**src/rtl/wts_stereo_mix_accumulator_pkg.sv**
```systemverilog
// Shared definitions for the wave-table sound blocks (mixer, envelope, tone).
// Holds the legal parameter ranges and the accumulator sizing rule, so every
// block that sums per-slot samples sizes its accumulators the same way.
package wts_stereo_mix_accumulator_pkg;

  localparam int NUM_GROUPS_MIN = 1;
  localparam int NUM_GROUPS_MAX = 8;
  localparam int SAMPLE_W_MIN   = 4;
  localparam int SAMPLE_W_MAX   = 12;
  localparam int SLOTS_MIN      = 2;
  localparam int SLOTS_MAX      = 8;
  localparam int OUT_W_MIN      = 8;
  localparam int OUT_W_MAX      = 16;

  // Wide enough for a full frame of offset-biased group sums plus sign.
  function automatic int acc_width(input int sample_w, input int num_groups,
                                   input int slots);
    return sample_w + $clog2(num_groups) + $clog2(slots) + 2;
  endfunction

endpackage

```
**src/rtl/wts_stereo_mix_accumulator_side.sv**
```systemverilog
// wts_mix_side: arithmetic for one stereo side.
// Sums the attenuated, routed group samples of the current slot, accumulates
// them over a frame and saturates the frame total into the output register.
// Ports:
//   clk, reset     clock, synchronous active-high reset
//   accept         cycle is not stalled
//   last           current slot is the final slot of the frame
//   sample         NUM_GROUPS signed samples, group g at [g*SAMPLE_W +: SAMPLE_W]
//   route          per-group enable for this side
//   atten          per-group 3-bit arithmetic right shift
//   sum_out        saturated frame total (held between frames)
//   clip           high for the one cycle after a latch that saturated
module wts_mix_side
  import wts_stereo_mix_accumulator_pkg::*;
#(
  parameter int NUM_GROUPS = 2,
  parameter int SAMPLE_W   = 8,
  parameter int SLOTS      = 5,
  parameter int OUT_W      = 12,
  parameter int ADD_OFFSET = 1
) (
  input  logic                           clk,
  input  logic                           reset,
  input  logic                           accept,
  input  logic                           last,
  input  logic [NUM_GROUPS*SAMPLE_W-1:0] sample,
  input  logic [NUM_GROUPS-1:0]          route,
  input  logic [3*NUM_GROUPS-1:0]        atten,
  output logic [OUT_W-1:0]               sum_out,
  output logic                           clip
);

  localparam int ACC_W = acc_width(SAMPLE_W, NUM_GROUPS, SLOTS);
  localparam int CMP_W = ((ACC_W > OUT_W) ? ACC_W : OUT_W) + 2;
  // Offset-binary bias is applied per group whether or not it is routed.
  localparam logic signed [ACC_W-1:0] OFFSET = ACC_W'(NUM_GROUPS << (SAMPLE_W - 1));

  logic signed [SAMPLE_W-1:0] smp;
  logic signed [ACC_W-1:0]    term;
  logic signed [ACC_W-1:0]    slot_sum;
  logic signed [ACC_W-1:0]    total;
  logic signed [ACC_W-1:0]    acc_p0;
  logic [OUT_W:0]             sat_res;

  // Returns {clipped, clamped value}; comparison done in a width that
  // holds both the accumulator range and the output range.
  function automatic logic [OUT_W:0] saturate(input logic signed [ACC_W-1:0] v);
    logic signed [CMP_W-1:0] w;
    logic signed [CMP_W-1:0] lo;
    logic signed [CMP_W-1:0] hi;
    logic                    c;
    w = CMP_W'(v);
    if (ADD_OFFSET != 0) begin
      lo = '0;
      hi = CMP_W'((1 << OUT_W) - 1);
    end else begin
      lo = CMP_W'(-(1 << (OUT_W - 1)));
      hi = CMP_W'((1 << (OUT_W - 1)) - 1);
    end
    c = 1'b0;
    if (w > hi) begin
      w = hi;
      c = 1'b1;
    end else if (w < lo) begin
      w = lo;
      c = 1'b1;
    end
    return {c, OUT_W'(w)};
  endfunction

  always_comb begin
    smp      = '0;
    term     = '0;
    slot_sum = (ADD_OFFSET != 0) ? OFFSET : '0;
    for (int g = 0; g < NUM_GROUPS; g++) begin
      smp  = sample[g*SAMPLE_W +: SAMPLE_W];
      term = ACC_W'(smp);
      term = term >>> atten[g*3 +: 3];
      if (route[g]) slot_sum = slot_sum + term;
    end
    total   = acc_p0 + slot_sum;
    sat_res = saturate(total);
  end

  // Stage p0: frame accumulator; stage p1: latched saturated frame result.
  always_ff @(posedge clk) begin
    if (reset) begin
      acc_p0  <= '0;
      sum_out <= '0;
      clip    <= 1'b0;
    end else begin
      clip <= 1'b0;
      if (accept) begin
        if (last) begin
          acc_p0  <= '0;
          sum_out <= sat_res[OUT_W-1:0];
          clip    <= sat_res[OUT_W];
        end else begin
          acc_p0 <= total;
        end
      end
    end
  end

endmodule

```
**src/rtl/wts_stereo_mix_accumulator.sv**
```systemverilog
// wts_stereo_mix_accumulator: stereo frame mixer for wave-table groups.
// Each accepted (hold=0) cycle is one slot; per-side slot sums are
// accumulated across SLOTS slots and the saturated totals are latched at the
// end of every frame, with a one-cycle out_valid strobe.
// Ports:
//   clk, reset              clock, synchronous active-high reset
//   hold                    stall: no register advances
//   sample                  per-group signed samples
//   enable                  routing, bit 2g+1 left / bit 2g right
//   atten                   per-group 3-bit right shift
//   slot                    current slot index
//   left_out, right_out     latched frame sums
//   out_valid               strobe for a new frame result
//   clip_l, clip_r          saturation flags, valid with out_valid
module wts_stereo_mix_accumulator
  import wts_stereo_mix_accumulator_pkg::*;
#(
  parameter int NUM_GROUPS = 2,
  parameter int SAMPLE_W   = 8,
  parameter int SLOTS      = 5,
  parameter int OUT_W      = 12,
  parameter int ADD_OFFSET = 1
) (
  input  logic                           clk,
  input  logic                           reset,
  input  logic                           hold,
  input  logic [NUM_GROUPS*SAMPLE_W-1:0] sample,
  input  logic [2*NUM_GROUPS-1:0]        enable,
  input  logic [3*NUM_GROUPS-1:0]        atten,
  output logic [2:0]                     slot,
  output logic [OUT_W-1:0]               left_out,
  output logic [OUT_W-1:0]               right_out,
  output logic                           out_valid,
  output logic                           clip_l,
  output logic                           clip_r
);

  logic                  accept;
  logic                  last;
  logic [NUM_GROUPS-1:0] route_l;
  logic [NUM_GROUPS-1:0] route_r;

  assign accept = ~hold;
  assign last   = (slot == 3'(SLOTS - 1));

  always_comb begin
    route_l = '0;
    route_r = '0;
    for (int g = 0; g < NUM_GROUPS; g++) begin
      route_l[g] = enable[2*g+1];
      route_r[g] = enable[2*g];
    end
  end

  // Stage p0: slot counter; stage p1: strobe aligned with the latched sums.
  // The strobe is recomputed every cycle so a hold cannot stretch it.
  always_ff @(posedge clk) begin
    if (reset) begin
      slot      <= '0;
      out_valid <= 1'b0;
    end else begin
      out_valid <= accept & last;
      if (accept) slot <= last ? 3'd0 : slot + 3'd1;
    end
  end

  wts_mix_side #(
    .NUM_GROUPS(NUM_GROUPS), .SAMPLE_W(SAMPLE_W), .SLOTS(SLOTS),
    .OUT_W(OUT_W), .ADD_OFFSET(ADD_OFFSET)
  ) u_left (
    .clk(clk), .reset(reset), .accept(accept), .last(last),
    .sample(sample), .route(route_l), .atten(atten),
    .sum_out(left_out), .clip(clip_l)
  );

  wts_mix_side #(
    .NUM_GROUPS(NUM_GROUPS), .SAMPLE_W(SAMPLE_W), .SLOTS(SLOTS),
    .OUT_W(OUT_W), .ADD_OFFSET(ADD_OFFSET)
  ) u_right (
    .clk(clk), .reset(reset), .accept(accept), .last(last),
    .sample(sample), .route(route_r), .atten(atten),
    .sum_out(right_out), .clip(clip_r)
  );

endmodule

```
**config.mk**
```make
export PLATFORM = sky130hd
export DESIGN_NAME = wts_stereo_mix_accumulator
export DESIGN_NICKNAME = d
export VERILOG_FILES = /design/src/rtl/wts_stereo_mix_accumulator_pkg.sv /design/src/rtl/wts_stereo_mix_accumulator_side.sv /design/src/rtl/wts_stereo_mix_accumulator.sv
export SDC_FILE = /design/constraint.sdc
export NUM_CORES = 1
export LEC_CHECK = 0
export CELL_PAD_IN_SITES_DETAIL_PLACEMENT = 1
export CELL_PAD_IN_SITES_GLOBAL_PLACEMENT = 1
export CORE_MARGIN = 4
export CORE_UTILIZATION = 30
export CTS_BUF_LIST = sky130_fd_sc_hd__clkbuf_4 sky130_fd_sc_hd__clkbuf_8 sky130_fd_sc_hd__clkbuf_16
export CTS_CLUSTER_SIZE = 8
export DETAILED_ROUTE_END_ITERATION = 8
export PLACE_DENSITY_LB_ADDON = 0.1
export SLEW_MARGIN = 10
export SYNTH_ARGS = -nofsm -noshare
export SYNTH_HDL_FRONTEND = slang
export SYNTH_HIERARCHICAL = 1
export SYNTH_SLANG_ARGS = --single-unit
```
**constraint.sdc**
```tcl
create_clock -name clk -period 5.9 [get_ports clk]
set_clock_uncertainty 0.2 [all_clocks]
set_input_delay 0.885 -clock clk [delete_from_list [all_inputs] [get_ports clk]]
set_output_delay 0.885 -clock clk [all_outputs]
set_load 0.01 [all_outputs]
```
==> results.txt <==
* Max-cap check violation count: 0
- Hold timing on the final database bottoms out at a slack of 0.263 ns.
- Proportion of register bits with asynchronous set or reset after synthesis: 0
- The later pin in the worst-skew pair is clocked with a latency of 0.33 ns.
* Total Nets Final: 796
- For the pin with the worst max-slew slack, the measured transition is 0.960 ns.
* Final setup TNS: 0 ns
- Setup crit end kind: flop
* Synth Warn #: 6
* Number of fill cells in the layout: 2062
* Post-Syn Area: 5300 sq um
* Cell at the root of the clock tree: sky130_fd_sc_hd__clkbuf_16
- The final hold violation count came to 0.
- The longest clock path from root to sink contains 2 buffers.
- Overall die area: 19900 sq um
- Setup slack on the worst reg-to-reg path comes out at 3.03 ns.
- Clock-pin slew was measured on the worst setup and hold paths at 0.05 ns.
* Synth area leaders: sky130_fd_sc_hd__dfxtp_1 (22%), sky130_fd_sc_hd__ha_1 (11%), sky130_fd_sc_hd__mux2_2 (6.0%), sky130_fd_sc_hd__a32o_1 (4.5%), sky130_fd_sc_hd__nor2_1 (4.2%)
- For this run, the total global-route usage over all layers was measured as 0.161.
* Kind of start point of the critical path: primary input
* TritonCTS buffer count: 9
- Vias post-DR: 4941
- WL final: 15900 um
- The share of synthesized area in the top cell type comes to 0.219.
- Fraction of the yosys area taken by sequential cells: 0.219
* Required time of the worst setup path: 5.92 ns
- Measured on the finished design, the core utilization comes to 0.396.
- Final cell area excluding filler cells: 6850 sq um
- In this run, the number of DRC markers left after iteration 0 of detailed routing was 218.
- Clock H-tree levels: 3
* Core footprint: 17300 sq um
- The detail route stage leaves a number of antenna-violating nets equal to 0.
- Net count after synthesis: 704
- Vias in the first global route: 5209
- Area growth syn-to-layout: 29.3%
- After detailed routing, the number of vias per cell comes to 5.23.
- Run status: finished, final reports clean
* VDD IR max: 154 uV
- Signal arrival time at the worst endpoint: 5.72 ns
- The worst path meets setup with 0.206 ns of slack.
* Number of rows created at floorplan: 48
- Mapped Cells: 623
* Number of flops mapped to enable cells by yosys: 0
- Setup WS pre-CTS: -0.271 ns
* Width of the die: 141 um
* Top-level port count: 59
- The die is 141 um tall.
- Number of clock sinks: 58
- Final Instance Count excl. Fillers: 945
- First-pass GRT wire length: 26500 um
* Estimated wirelength of the detail-placed design: 12200 um
- TritonCTS built the clock tree.
* Synthesis-stage register bit count: 58
- Setup violations remaining at the end of the flow were counted as 0.
* Dominant synthesized flop cell: sky130_fd_sc_hd__dfxtp_1
* Count of unresolved DRC violations after routing: 0
- Of all cell types, the one taking the most synthesized area is sky130_fd_sc_hd__dfxtp_1.
* Relative max-transition margin: 0.360
- Maximum number of pins on one net before global-route repair: 39
- The critical path starts at sample[15].
* RR Endpoint: u_right/sum_out[2]
- Of the cells placed in the final design, the portion with a size suffix greater than 1 is 0.192.
- Maximum achievable frequency: 176 MHz
- The startpoint identified for the worst register-to-register timing path is u_right/acc_p0[0].
- The clock period could shrink to 5.69 ns.
- Count of final max-slew check failures: 0
- Global route total overflow: 0
* Critical-path maximum fanout: 14
* Initial antenna violation count: 0
* Post-route total power: 1.84 mW
- Pwr per Cell Area: 268 nW/um^2
- TritonRoute pass-1 iters: 4
* Synth Area per Inst: 8.51 sq um
* Initial Util: 0.306
- Placed Instance Area: 6440 sq um
* Unique masters post-synth: 54
- The min-delay analysis places its worst path in the category reg2reg.
- The critical path ends at u_left/sum_out[9].
- Of the available clock period, the critical path in the final layout requires 0.965.
- R2R cell count: 11
* Port bufs: 58
- By startpoint and endpoint, the worst setup path is classified as in2reg.
- After detailed routing, the average wire length per cell comes to 16.8 um.
* Final estimated routing congestion in global placement: 0.813
- The repair_antennas step left the layout with diodes totalling 0.
- Number of placed instances with taps included: 926
- Lkg Pwr: 3.04 nW
==> synth_stat cells, drive strengths merged (24+ instances only) <==
library cell,count
mux2,28
nand2,58
inv,30
clkbuf,24
a21o,24
nor2,59
a21oi,43
ha,48
a32o,24
dfxtp,58
==> final cells by class <==
type	count	area [sq um]	share of cell area
clock buffer	10	233	0.0340
clock inverter	6	90.1	0.0131
inverter	30	113	0.0164
multi-input combinational	501	3920	0.572
sequential	58	1160	0.169
tap	225	282	0.0411
timing repair buffer	115	1060	0.154
==> layout by cell type, fill, tap and decap left out, types with 9 or more instances in the layout <==
master / count
sky130_fd_sc_hd__dfxtp_1: 58
sky130_fd_sc_hd__nor2_1: 57
sky130_fd_sc_hd__nand2_1: 56
sky130_fd_sc_hd__clkdlybuf4s50_1: 56
sky130_fd_sc_hd__buf_4: 53
sky130_fd_sc_hd__ha_1: 46
sky130_fd_sc_hd__a21oi_1: 41
sky130_fd_sc_hd__inv_1: 29
sky130_fd_sc_hd__mux2_2: 28
sky130_fd_sc_hd__a21o_1: 24
sky130_fd_sc_hd__a32o_1: 24
sky130_fd_sc_hd__mux2i_1: 18
sky130_fd_sc_hd__o21ai_0: 18
sky130_fd_sc_hd__xnor2_1: 18
sky130_fd_sc_hd__xor2_1: 16
sky130_fd_sc_hd__nand2b_1: 14
sky130_fd_sc_hd__a2bb2oi_1: 12
sky130_fd_sc_hd__clkbuf_16: 9
==> critical path, stage by stage <==
cell and delay (ns):
sky130_fd_sc_hd__clkdlybuf4s50_1 0.54, sky130_fd_sc_hd__mux4_2 0.56, sky130_fd_sc_hd__mux2_2 0.30, sky130_fd_sc_hd__ha_1 0.21, sky130_fd_sc_hd__inv_1 0.07, sky130_fd_sc_hd__fa_1 0.19
sky130_fd_sc_hd__inv_1 0.05, sky130_fd_sc_hd__a21o_1 0.15, sky130_fd_sc_hd__a21oi_1 0.18, sky130_fd_sc_hd__o21bai_1 0.08, sky130_fd_sc_hd__a21o_1 0.21, sky130_fd_sc_hd__a2111oi_2 0.39
sky130_fd_sc_hd__o22ai_1 0.17, sky130_fd_sc_hd__ha_1 0.38, sky130_fd_sc_hd__a21oi_2 0.20, sky130_fd_sc_hd__o41ai_4 0.11, sky130_fd_sc_hd__o22ai_2 0.23, sky130_fd_sc_hd__buf_4 0.15
sky130_fd_sc_hd__o31ai_4 0.06, sky130_fd_sc_hd__xnor2_2 0.18, sky130_fd_sc_hd__buf_12 0.16, sky130_fd_sc_hd__a32o_1 0.24
==> state kept, by name, summed over array words and instances, names as in the netlist <==
name and cells:
u_left/acc_p0 14, u_right/acc_p0 14, u_left/sum_out 12, u_right/sum_out 12, slot 3, out_valid 1, u_left/clip 1, u_right/clip 1
==> cells by family after synthesis <==
kind of cell	after synthesis	share of synthesized area
AOI/OAI and AO/OA	189	0.268
xor gates and xnor gates	36	0.0623
adders and majority gates	52	0.128
buffers and inverters	64	0.0534
DFF	58	0.219
muxes	54	0.123
and+or+nand+nor	170	0.146
==> where the power goes <==
| part | leakage, nW | internal, mW | switching (mW) |
|---|---|---|---|
| Combinational | 2.42 | 0.380 | 0.438 |
| Clock | 0.156 | 0.376 | 0.199 |
| Sequential | 0.472 | 0.425 | 0.0210 |
| Total | 3.04 | 1.18 | 0.658 |
==> worst min-delay path by stage <==
stage | startpoint | end | depth (start not counted)
6_report | u_left/sum_out[8] | u_left/sum_out[8] | 1
3_5_place_dp | u_right/sum_out[7] | u_right/sum_out[7] | 1
3_3_place_gp | u_right/sum_out[3] | u_right/sum_out[3] | 1
5_1_grt | u_left/sum_out[8] | u_left/sum_out[8] | 1
2_1_floorplan | u_left/acc_p0[10] | u_left/acc_p0[10] | 2
4_1_cts | u_left/sum_out[8] | u_left/sum_out[8] | 1
==> what timing repair did <==
| item | in CTS | in global routing |
|---|---|---|
| buffers inserted | 0 | 3 |
| setup endpoints to repair | 0 | 32 |
| hold buffers | 0 | 0 |
| resized for setup | 0 | 17 |
==> per-layer routing <==
layer	part of all wire	track usage	routed length [um]	vias up
met5	0	0	0	-
met4	0.015	0.0413	231	0
met1	0.51	0.227	8010	2392
li1	-	-	-	2454
met2	0.45	0.257	7160	78
met3	0.029	0.0258	465	17
Power figures use the tool's default switching activity.
